$ cat config.mk
export PLATFORM = sky130hd
export DESIGN_NAME = sequence_encoder
export DESIGN_NICKNAME = d
export VERILOG_FILES = /design/src/rtl/sequence_encoder_pkg.sv /design/src/rtl/sequence_shiftreg_out.sv /design/src/rtl/sequence_encoder.sv
export SDC_FILE = /design/constraint.sdc
export NUM_CORES = 1
export LEC_CHECK = 0
export CORE_AREA = 2 2 98 100
export DETAILED_ROUTE_END_ITERATION = 8
export DIE_AREA = 0 0 100 102
export GPL_ROUTABILITY_DRIVEN = 0
export PLACE_DENSITY = 0.79
export SETUP_SLACK_MARGIN = 0.05
export SLEW_MARGIN = 20
export SYNTH_ARGS = -nofsm -noshare
export SYNTH_HDL_FRONTEND = slang
export SYNTH_SLANG_ARGS = --single-unit
$ cat constraint.sdc
create_clock -name clock -period 4.64 [get_ports clock]
set_clock_uncertainty 0.15 [all_clocks]
set_input_delay 1.16 -clock clock [delete_from_list [all_inputs] [get_ports clock]]
set_output_delay 1.16 -clock clock [all_outputs]
set_load 0.005 [all_outputs]
$ cat src/rtl/sequence_encoder_pkg.sv
// Shared constants and types for the in-band line sequence encoder/detector.
// Frame layout: 8-bit identifier MSB-first, then 32-bit payload MSB-first,
// one bit per 36 samples (18 luma samples) across a 1440-sample active line.
package sequence_encoder_pkg;

    localparam int ID_BITS          = 8;
    localparam int PAYLOAD_BITS     = 32;
    localparam int TOTAL_BITS       = ID_BITS + PAYLOAD_BITS;
    localparam int SAMPLES_PER_LINE = 1440;
    localparam int SAMPLES_PER_BIT  = 36;

    localparam logic [9:0] BLACK_LEVEL_DEF    = 10'h040;
    localparam logic [9:0] WHITE_LEVEL_DEF    = 10'h3AC;
    localparam logic [9:0] CHROMA_NEUTRAL_DEF = 10'h200;

    // Receiver hysteresis midpoint, (black + white) >> 1 = 10'h1F6.
    localparam logic [10:0] LEVEL_SUM_DEF = {1'b0, BLACK_LEVEL_DEF} + {1'b0, WHITE_LEVEL_DEF};
    localparam logic [9:0]  HYST_MIDPOINT = 10'(LEVEL_SUM_DEF >> 1);

    typedef enum logic {
        ST_IDLE = 1'b0,
        ST_SEND = 1'b1
    } enc_state_t;

    // Fixed line identifier sent ahead of every payload.
    function automatic logic [ID_BITS-1:0] identifier_const();
        return 8'hB4;
    endfunction

endpackage

$ cat src/rtl/sequence_shiftreg_out.sv
// Parallel-load, MSB-out shift register feeding the line encoder.
// Load has priority over shift; reset_n clears asynchronously.
module sequence_shiftreg_out
    import sequence_encoder_pkg::*;
#(
    parameter int WIDTH = TOTAL_BITS
) (
    input  logic             clock,
    input  logic             reset_n,
    input  logic             load,
    input  logic             shift_en,
    input  logic [WIDTH-1:0] load_data,
    output logic             msb
);

    logic [WIDTH-1:0] sr_q;

    // Frame register: load a whole frame or move the next bit into the MSB.
    always_ff @(posedge clock or negedge reset_n) begin
        if (!reset_n) begin
            sr_q <= '0;
        end else if (load) begin
            sr_q <= load_data;
        end else if (shift_en) begin
            sr_q <= {sr_q[WIDTH-2:0], 1'b0};
        end
    end

    assign msb = sr_q[WIDTH-1];

endmodule

$ cat src/rtl/sequence_encoder.sv
// Line sequence encoder: writes one 40-bit frame onto an active video line,
// otherwise passes video through with one cycle of latency.
// Optional macro SEQUENCE_ENCODER_SOFT_EDGE_EN: drive the hysteresis midpoint on
// the first luma sample of a bit whose value differs from the previous bit.
//
// state   | meaning
// --------+-----------------------------------------------------------------
// ST_IDLE | passthrough; a line_start with a pending word loads the frame
// ST_SEND | encoding samples 1..1439 of the line (sample 0 issued at load)
module sequence_encoder
    import sequence_encoder_pkg::*;
#(
    parameter logic [9:0] BLACK_LEVEL    = BLACK_LEVEL_DEF,
    parameter logic [9:0] WHITE_LEVEL    = WHITE_LEVEL_DEF,
    parameter logic [9:0] CHROMA_NEUTRAL = CHROMA_NEUTRAL_DEF
) (
    input  logic                    clock,
    input  logic                    reset_n,
    input  logic [9:0]              video_in,
    input  logic                    line_start,
    input  logic [PAYLOAD_BITS-1:0] sequence_in,
    input  logic                    sequence_valid,
    output logic                    sequence_ready,
    output logic [9:0]              video_out,
    output logic                    busy,
    output logic                    done
);

    localparam logic [10:0] LAST_SAMPLE = 11'(SAMPLES_PER_LINE - 1);
    localparam logic [5:0]  LAST_SUB    = 6'(SAMPLES_PER_BIT - 1);
    localparam logic [5:0]  LAST_BIT    = 6'(TOTAL_BITS - 1);

    enc_state_t              state_q, state_d;
    logic [10:0]             s_cnt_q;
    logic [5:0]              bit_cnt_q;
    logic [5:0]              sub_cnt_q;
    logic                    pend_full_q;
    logic [PAYLOAD_BITS-1:0] pend_q;
    logic                    last_q;
    logic [9:0]              video_q, video_d;
    logic                    busy_q, done_q;
    logic                    encoding;
    logic [9:0]              luma;

    logic accept, load, last_sample, shift_en, cur_bit;

    assign accept      = sequence_valid & ~pend_full_q;
    assign load        = (state_q == ST_IDLE) & line_start & pend_full_q;
    assign last_sample = (state_q == ST_SEND) && (s_cnt_q == LAST_SAMPLE);
    // The final bit never needs shifting out, so the register holds it to the end.
    assign shift_en    = (state_q == ST_SEND) && (sub_cnt_q == LAST_SUB) && (bit_cnt_q != LAST_BIT);

    assign sequence_ready = ~pend_full_q;

    // Pending slot: one word waiting for the next line; freed the moment it loads.
    always_ff @(posedge clock or negedge reset_n) begin
        if (!reset_n) begin
            pend_full_q <= 1'b0;
            pend_q      <= '0;
        end else if (load) begin
            pend_full_q <= 1'b0;
        end else if (accept) begin
            pend_full_q <= 1'b1;
            pend_q      <= sequence_in;
        end
    end

    sequence_shiftreg_out #(
        .WIDTH (TOTAL_BITS)
    ) u_shiftreg (
        .clock     (clock),
        .reset_n   (reset_n),
        .load      (load),
        .shift_en  (shift_en),
        .load_data ({identifier_const(), pend_q}),
        .msb       (cur_bit)
    );

`ifdef SEQUENCE_ENCODER_SOFT_EDGE_EN
    localparam logic [10:0] LEVEL_SUM  = {1'b0, BLACK_LEVEL} + {1'b0, WHITE_LEVEL};
    localparam logic [9:0]  SOFT_LEVEL = 10'(LEVEL_SUM >> 1);

    logic prev_bit_q;

    // Remember the bit just finished so a value change can be softened.
    always_ff @(posedge clock or negedge reset_n) begin
        if (!reset_n) begin
            prev_bit_q <= 1'b0;
        end else if (shift_en) begin
            prev_bit_q <= cur_bit;
        end
    end
`endif

    // Luma level for the current bit, with the optional softened first sample.
    always_comb begin
        luma = cur_bit ? WHITE_LEVEL : BLACK_LEVEL;
`ifdef SEQUENCE_ENCODER_SOFT_EDGE_EN
        if ((sub_cnt_q == 6'd1) && (bit_cnt_q != 6'd0) && (cur_bit != prev_bit_q)) begin
            luma = SOFT_LEVEL;
        end
`endif
    end

    // State register.
    always_ff @(posedge clock or negedge reset_n) begin
        if (!reset_n) begin
            state_q <= ST_IDLE;
        end else begin
            state_q <= state_d;
        end
    end

    // Next state and the sample to register; sample 0 (chroma) goes out from the load cycle.
    always_comb begin
        state_d  = state_q;
        video_d  = video_in;
        encoding = 1'b0;
        case (state_q)
            ST_IDLE: begin
                if (load) begin
                    state_d  = ST_SEND;
                    video_d  = CHROMA_NEUTRAL;
                    encoding = 1'b1;
                end
            end
            ST_SEND: begin
                encoding = 1'b1;
                video_d  = s_cnt_q[0] ? luma : CHROMA_NEUTRAL;
                if (last_sample) begin
                    state_d = ST_IDLE;
                end
            end
            default: state_d = ST_IDLE;
        endcase
    end

    // Sample, bit and sub-bit position within the encoded line.
    always_ff @(posedge clock or negedge reset_n) begin
        if (!reset_n) begin
            s_cnt_q   <= '0;
            bit_cnt_q <= '0;
            sub_cnt_q <= '0;
        end else if (load) begin
            s_cnt_q   <= 11'd1;
            bit_cnt_q <= 6'd0;
            sub_cnt_q <= 6'd1;
        end else if (state_q == ST_SEND) begin
            if (last_sample) begin
                s_cnt_q   <= '0;
                bit_cnt_q <= '0;
                sub_cnt_q <= '0;
            end else begin
                s_cnt_q <= s_cnt_q + 11'd1;
                if (sub_cnt_q == LAST_SUB) begin
                    sub_cnt_q <= 6'd0;
                    bit_cnt_q <= bit_cnt_q + 6'd1;
                end else begin
                    sub_cnt_q <= sub_cnt_q + 6'd1;
                end
            end
        end
    end

    // Registered outputs; done trails the last encoded sample by one cycle.
    always_ff @(posedge clock or negedge reset_n) begin
        if (!reset_n) begin
            video_q <= BLACK_LEVEL;
            busy_q  <= 1'b0;
            last_q  <= 1'b0;
            done_q  <= 1'b0;
        end else begin
            video_q <= video_d;
            busy_q  <= encoding;
            last_q  <= last_sample;
            done_q  <= last_q;
        end
    end

    assign video_out = video_q;
    assign busy      = busy_q;
    assign done      = done_q;

endmodule
==> results.toml, run 1 <==
[outcome]
run_status = "finished clean"

[global_route]
grt_overflow_total = 0
grt_pass1_vias = 3183
antenna_found_initial = 0
grt_pass1_wl_um = 14800
grt_use_total_pct = 18.3
grt_max_degree = 111

[route]
first_iter_violations = 146
drtPass1Iterations = 5
viasPerCell = 5.62
wl_per_cell_um = 15.3
drt_wl_total_um = 8370
dr_total_vias = 3067
ant_nets = 0
drc = 0

[layout]
final_cell_mix = "dfrtp_1 (109), mux2_2 (92), clkdlybuf4s50_1 (57)"
final_util_pct = 62.6
antenna_cells = 0
final_nets = 480
layout_commonest_cell = "dfrtp_1"
synthToLayoutAreaGrowth_pct = 16.8
layout-drive-gt1-share_pct = 28.3

[setup_path]
cp.required_ns = 4.74
crit_end = "u_shiftreg.sr_q[7]"
r2r_start = "sub_cnt_q[0]"
startpoint = "line_start"
max_stage_delay_ns = 0.46
worst_path_max_delay_cell = "clkdlybuf4s50_1"
cp_top_family = "buffers and inverters"
critical_path_cell_count = 7
worst_r2r_path_depth = 5
crit_chain = "clkdlybuf4s50_1, a21oi_1, buf_4, inv_1, nand2_1, o21ai_4, mux2_2"
cp-end-kind = "flop"
cp_data_arrival_time_ns = 3.32
rr_endpoint = "u_shiftreg.sr_q[7]"
critPathKind = "in2reg"
crit_path_start_kind = "input port"
cp_max_fo = 32
r2r_slack_ns = 1.89
crit_buf_inv = 3

[die]
start_util_pct = 53.6
die_h_um = 102
core_area_mm2 = 0.00911
num_rows = 35
die_area_mm2 = 0.0102
fp.dieW_um = 100
io_pins = 59

[yosys]
async_reset_ff_share_pct = 100
synth_edf_count = 0
syn-cell-area_mm2 = 0.00488
netlist_instances = 380
synthesis.nets = 429
yosysSeqAreaShare_pct = 56.4
syn_avg_cell_area_um2 = 12.9
synth_cell_types = 44
yosysWarnings = 0
synth_ff_type = "dfrtp_1"
ys_seq_elements = 110

[cts]
path_clk_slew_ns = 0.10
post_cts_buffers = 0
numCtsBuffers = 9
cts_buffer_depth = 2
clk_latency_ns = 0.37
cts_root_buf = "clkbuf_8"
cts_tree = "done"
cts_num_sinks = 110
htreeDepth = 3
cts_resized = 0
cts_hold_buf = 0

[sta]
fmax_mhz = 311
finalCritPeriodShare_pct = 69.3
fin_crit_ns = 3.22
relSlewSlack_pct = 34.1
tightest_slew_ns = 0.985
maxSlewViolCount = 0
rsz0062_at_grt = "no"
tns_ns = 0
setup_violations = 0
final-hold-violation-count = 0

[pwr]
total_power_uw = 2750
p_leak_uw = 0.00249
power.density_mw_per_mm2 = 482
ir_drop_v = 0.000270

[job]
maxCapViolCount = 0

[place]
dp_hpwl_um = 5610
io_buffers = 58

[hold_path]
hold_path_class = "reg2reg"
## cell usage after synthesis, drive strengths merged, types with 3 or more instances
library cell    n  share of area [%]
nor2           13                1.0
nand2          29                2.2
xor2            8                1.4
inv             7               0.54
dfrtp         109                 56
nand4           6               0.77
and2            3               0.38
nand3          20                2.0
a31oi           7                1.2
ha              3               0.77
buf            16                2.3
a21oi           8               0.82
and4            3               0.59
and3            4               0.51
clkbuf          7               0.54
mux2           94                 22
o21ai          18                2.1
a22o            3               0.54
## cell type report
cell class                      count  area (um^2)
Fill cell                         730         3400
Sequential cell                   110         2750
Timing Repair Buffer               63          628
Clock buffer                       12          145
Inverter                            7         26.3
Tap cell                          111          139
Clock inverter                      3         28.8
Multi-Input combinational cell    240         1980
## where the power goes
| group | total (uW) | switching, uW | leakage (uW) | internal, uW |
|---|---|---|---|---|
| registers | 1540 | 240 | 0.00136 | 1300 |
| clock network | 534 | 319 | 0.0000890 | 215 |
| logic | 680 | 243 | 0.00104 | 437 |
## state kept, by name, indices dropped and copies added, names as in the netlist
name / count
last_q: 1
busy: 1
u_shiftreg.sr_q: 40
state_q: 1
pend_full_q: 1
sub_cnt_q: 6
pend_q: 32
video_out: 10
bit_cnt_q: 6
s_cnt_q: 11
done: 1
## logic make-up (layout without fill, tap and decap cells)
kind of cell,count (synthesis),after routing,synth area share [%]
AO/OA/AOI/OAI,47,47,6.61
XOR/XNOR,8,8,1.43
adder cells (fa/ha/maj),3,3,0.769
buffers and inverters,30,85,3.33
flip-flops,110,110,56.4
multiplexers,95,95,22.1
AND/OR/NAND/NOR,87,87,9.33
## how the worst min path moves through the flow
stage	to	from	depth (start not counted)	slack (ns)
6_report	done	last_q	0	0.23
5_1_grt	done	last_q	0	0.23
4_1_cts	done	last_q	0	0.22
3_5_place_dp	done	last_q	0	0.20
3_3_place_gp	done	last_q	0	0.19
2_1_floorplan	done	last_q	0	0.18
## per-layer routing
metal	wire, um	part of all wire, %	vias to the layer above	GRT usage (%)
li1	-	-	1452	-
met1	3810	46	1535	24.3
met2	4130	49	68	29.6
met3	321	3.8	12	5.27
met4	111	1.3	0	5.69
met5	0	0	-	0
## stage by stage
step           hold slack [ns]  cells  area [um^2]  setup WS (ns)
2_1_floorplan            0.181    380         4880           2.00
4_1_cts                  0.225    546         5700           1.43
3_5_place_dp             0.196    531         5520           1.05
3_3_place_gp             0.187    531         5520           1.11
5_1_grt                  0.231    546         5700           1.28
6_report                 0.227    546         5700           1.42
Power figures use the tool's default switching activity.
==> inputs of run 2 (changes only) <==
clock period = 3.4 ns   (was 4.64 ns; I/O delays follow)
==> results.toml, run 2 (synthesis results as in run 1) <==
[outcome]
run_status = "finished clean"

[setup_path]
cp_data_arrival_time_ns = 2.91
cp_max_fo = 32
crit_path_start_kind = "flop"
cp-end-kind = "flop"
cp.required_ns = 3.50
critPathKind = "reg2reg"
worst_r2r_path_depth = 5

[route]
top_layer_used = "met4"
first_iter_violations = 153
ant_nets = 0
wl_per_cell_um = 15.4
drc = 0
drt_wl_total_um = 8480
wl_met2_um = 4240
m1WireLength_um = 3760
viasPerCell = 5.56
dr_total_vias = 3057
drtPass1Iterations = 4
wl_met3_um = 329

[pwr]
ir_drop_v = 0.000333
p_leak_uw = 0.00253
power.density_mw_per_mm2 = 663

[global_route]
grt_overflow_total = 0
grt_pass1_vias = 3217
antenna_found_initial = 0
grt_max_degree = 65
grt_use_total_pct = 18.2
grt_pass1_wl_um = 14800

[place]
place_area_mm2 = 0.00556
io_buffers = 58
pre_cts_slack_ns = 0.550
dp_hpwl_um = 5800

[layout]
final_util_pct = 63.3
post-route-cell-area_mm2 = 0.00577
final_cell_mix = "dfrtp_1 (109), mux2_2 (92), clkdlybuf4s50_1 (57)"
layout_commonest_cell = "dfrtp_1"
largest_reg_flops = 40
regMostFlops = "u_shiftreg.sr_q"
reg_top3 = "u_shiftreg.sr_q (40), pend_q (32), s_cnt_q (11)"
antenna_cells = 0
final_nets = 483
layout-drive-gt1-share_pct = 29.2
synthToLayoutAreaGrowth_pct = 18.1

[cts]
path_clk_slew_ns = 0.09
cts_resized = 0
cts_tree = "done"
cts_num_sinks = 110
numCtsBuffers = 9
clk_latency_ns = 0.36
post_cts_buffers = 0
htreeDepth = 3
cts_buffer_depth = 2
cts_root_buf = "clkbuf_8"
cts_hold_buf = 0

[sta]
finalCritPeriodShare_pct = 82.7
fin_crit_ns = 2.81
relSlewSlack_pct = 33.6
tns_ns = 0
rsz0062_at_grt = "no"
tightest_slew_ns = 0.992
maxSlewViolCount = 0
setup_violations = 0
setup_slack_ns = 0.587
fmax_mhz = 355
final-hold-violation-count = 0

[die]
start_util_pct = 53.6
fp.dieW_um = 100
io_pins = 59
die_h_um = 102
die_area_mm2 = 0.0102
num_rows = 35
core_area_mm2 = 0.00911

[job]
maxCapViolCount = 0

[hold_path]
hold_depth = 0
hold_path_class = "reg2reg"
==> run 2: cell count changes in the layout (fill, tap and decap cells not counted), sizes merged <==
| cell | change |
|---|---|
| clkinv | +3 |
| bufinv | +1 |
| clkbuf | -2 |
| inv | -1 |
| buf | +3 |
==> run 2: through the flow <==
| stage | total power (uW) | hold slack [ns] | instances |
|---|---|---|---|
| 3_3_place_gp | 2980 | 0.184 | 534 |
| 3_5_place_dp | 3060 | 0.187 | 534 |
| 2_1_floorplan | 2720 | 0.181 | 380 |
| 6_report | 3820 | 0.213 | 550 |
| 5_1_grt | 4090 | 0.220 | 550 |
| 4_1_cts | 3860 | 0.216 | 550 |
==> run 2: layout make-up <==
class | instances | area, um^2
clock buffers | 10 | 138
clock inverters | 6 | 68.8
fillers | 706 | 3340
inverters | 7 | 26.3
multi-input cells | 240 | 1980
flip-flops and latches | 110 | 2750
well taps | 111 | 139
repair buffers | 66 | 663
==> run 2: power by group <==
group / switching [uW] / leakage (uW) / total (uW) / internal (uW)
Clock: 433 / 0.000108 / 800 / 366
Combinational: 331 / 0.00106 / 925 / 594
Sequential: 324 / 0.00136 / 2100 / 1770
Total: 1090 / 0.00253 / 3820 / 2730
==> run 2: critical path, stage by stage (launching register included) <==
cell,delay [ns]
dfrtp_1,0.42
ha_1,0.22
nor4b_4,0.25
nand3_1,0.33
o21ai_4,0.89
mux2_2,0.42
==> run 2: final timing paths <==
path,to,slack (ns),from
worst min-delay path,done,0.21,last_q
worst max register to register,u_shiftreg.sr_q[9],0.59,sub_cnt_q[0]
worst min register to register,done,0.21,last_q
min in group asynchronous,sub_cnt_q[4],0.43,reset_n
worst max-delay path,u_shiftreg.sr_q[9],0.59,sub_cnt_q[0]
max in group asynchronous,bit_cnt_q[2],1.95,reset_n
==> run 2: per-layer routing <==
layer / global-route usage [%] / up-vias
met5: 0 / -
li1: - / 1453
met1: 23.1 / 1517
met4: 5.80 / 0
met3: 4.51 / 12
met2: 31.2 / 75
==> inputs of run 3 (changes only) <==
CORE_AREA = 2 2 102 104   (was 2 2 98 100)
DIE_AREA = 0 0 104 106   (was 0 0 100 102)
PLACE_DENSITY = 0.77   (was 0.79)
clock period = 2.3 ns   (was 3.4 ns; I/O delays follow)
==> results.toml, run 3 (synthesis results as in run 1) <==
[cts]
clk_latency_ns = 0.36
cts_num_sinks = 110
post_cts_buffers = 0
cts_tree = "done"
cts_root_buf = "clkbuf_8"
htreeDepth = 3
path_clk_slew_ns = 0.09
numCtsBuffers = 9
cts_buffer_depth = 2

[pwr]
p_int_uw = 4270
clkPwrFrac_pct = 23.5
power.switching_uw = 1630
power.density_mw_per_mm2 = 992
p_seq_share_pct = 52.8
comb_power_share_pct = 23.7
switching_share_pct = 27.6
ir_drop_v = 0.000535
p_leak_uw = 0.00259

[layout]
layout-drive-gt1-share_pct = 30.6
regMostFlops = "u_shiftreg.sr_q"
antenna_cells = 0
final_nets = 492
final_util_pct = 59.5
reg_top3 = "u_shiftreg.sr_q (40), pend_q (32), s_cnt_q (11)"
post-route-cell-area_mm2 = 0.00595
synthToLayoutAreaGrowth_pct = 21.8
final_cell_mix = "dfrtp_1 (109), mux2_2 (92), clkdlybuf4s50_1 (57)"
largest_reg_flops = 40
layout_commonest_cell = "dfrtp_1"
stdcell_count = 584

[setup_path]
startpoint = "line_start"
crit_path_start_kind = "input port"
cp_data_arrival_time_ns = 2.24
crit_end = "u_shiftreg.sr_q[7]"
r2r_start = "sub_cnt_q[0]"
worst_r2r_path_depth = 6
cp_max_fo = 19
rr_endpoint = "u_shiftreg.sr_q[7]"
critPathKind = "in2reg"
r2r_slack_ns = 0.20
cp.required_ns = 2.40
cp-end-kind = "flop"

[sta]
tightest_slew_ns = 0.498
final-hold-violation-count = 0
maxSlewViolCount = 0
finalCritPeriodShare_pct = 93.0
relSlewSlack_pct = 66.8
whs_ns = 0.0105
rsz0062_at_grt = "yes"
fmax_mhz = 467
fin_crit_ns = 2.14
setup_violations = 0

[job]
maxCapViolCount = 0

[die]
num_rows = 37
die_area_mm2 = 0.0110
start_util_pct = 48.8
die_h_um = 106
io_pins = 59
fp.dieW_um = 104
core_area_mm2 = 0.0100

[outcome]
run_status = "finished clean"

[place]
place_area_mm2 = 0.00570
io_buffers = 58
placed_cells = 568
dp_hpwl_um = 6170

[global_route]
grt_pass1_wl_um = 15600
grt_pass1_vias = 3273
grt_use_total_pct = 17.4
grt_overflow_total = 0
antenna_found_initial = 0
grt_max_degree = 34

[hold_path]
hold_path_class = "in2async"

[route]
first_iter_violations = 132
wl_per_cell_um = 15.2
drt_wl_total_um = 8850
drtPass1Iterations = 4
drc = 0
viasPerCell = 5.28
ant_nets = 0
dr_total_vias = 3082
run 3: worst min-delay path by stage:
stage                    to  slack (ns)  startpoint  cells past startpoint
4_1_cts        video_out[0]        0.01     reset_n                      1
5_1_grt        video_out[0]        0.02     reset_n                      1
2_1_floorplan  bit_cnt_q[0]        0.13     reset_n                      0
6_report               busy        0.01     reset_n                      1
3_3_place_gp           done        0.18      last_q                      0
3_5_place_dp           done        0.19      last_q                      0
run 3: critical path, cell delays in order:
cell and delay, ns:
clkdlybuf4s50_1 0.48, a21oi_1 0.07, buf_4 0.16, nor2_4 0.14, buf_12 0.18, mux2_2 0.35
mux2_2 0.27
run 3: what timing repair did:
item	CTS	global route
endpoints found under the setup margin	0	27
gates resized for setup	0	1
endpoints found under the hold margin	0	0
hold buffers	0	0
run 3: power by group through the flow:
stage	clock (uW)	sequential, uW	combinational (uW)
2_1_floorplan	0	2980	1040
3_3_place_gp	0	3110	1330
3_5_place_dp	0	3150	1400
4_1_cts	1420	3110	1420
5_1_grt	1510	3210	1570
6_report	1390	3120	1400
run 3: final cells by class:
class / instances / area [um^2]
fillers: 808 / 4050
clock inverters: 5 / 104
clock buffers: 11 / 141
multi-input cells: 240 / 1980
well taps: 136 / 170
repair buffers: 75 / 768
inverters: 7 / 26.3
flip-flops and latches: 110 / 2750
run 3: through the flow:
stage               setup slack, ns  total power (uW)  TNS [ns]
floorplan                     0.190              4020         0
global placement             -0.187              4440     -5.65
detailed placement           -0.208              4550     -6.14
CTS                           0.162              5950         0
global route                 0.0564              6300         0
finish                        0.160              5900         0
run 3: routing by layer:
metal	GRT usage [%]	wire, um	up-vias
met5	0	0	-
met3	4.97	380	5
met4	3.38	40	0
li1	-	-	1475
met1	22.6	3930	1536
met2	29.5	4500	66
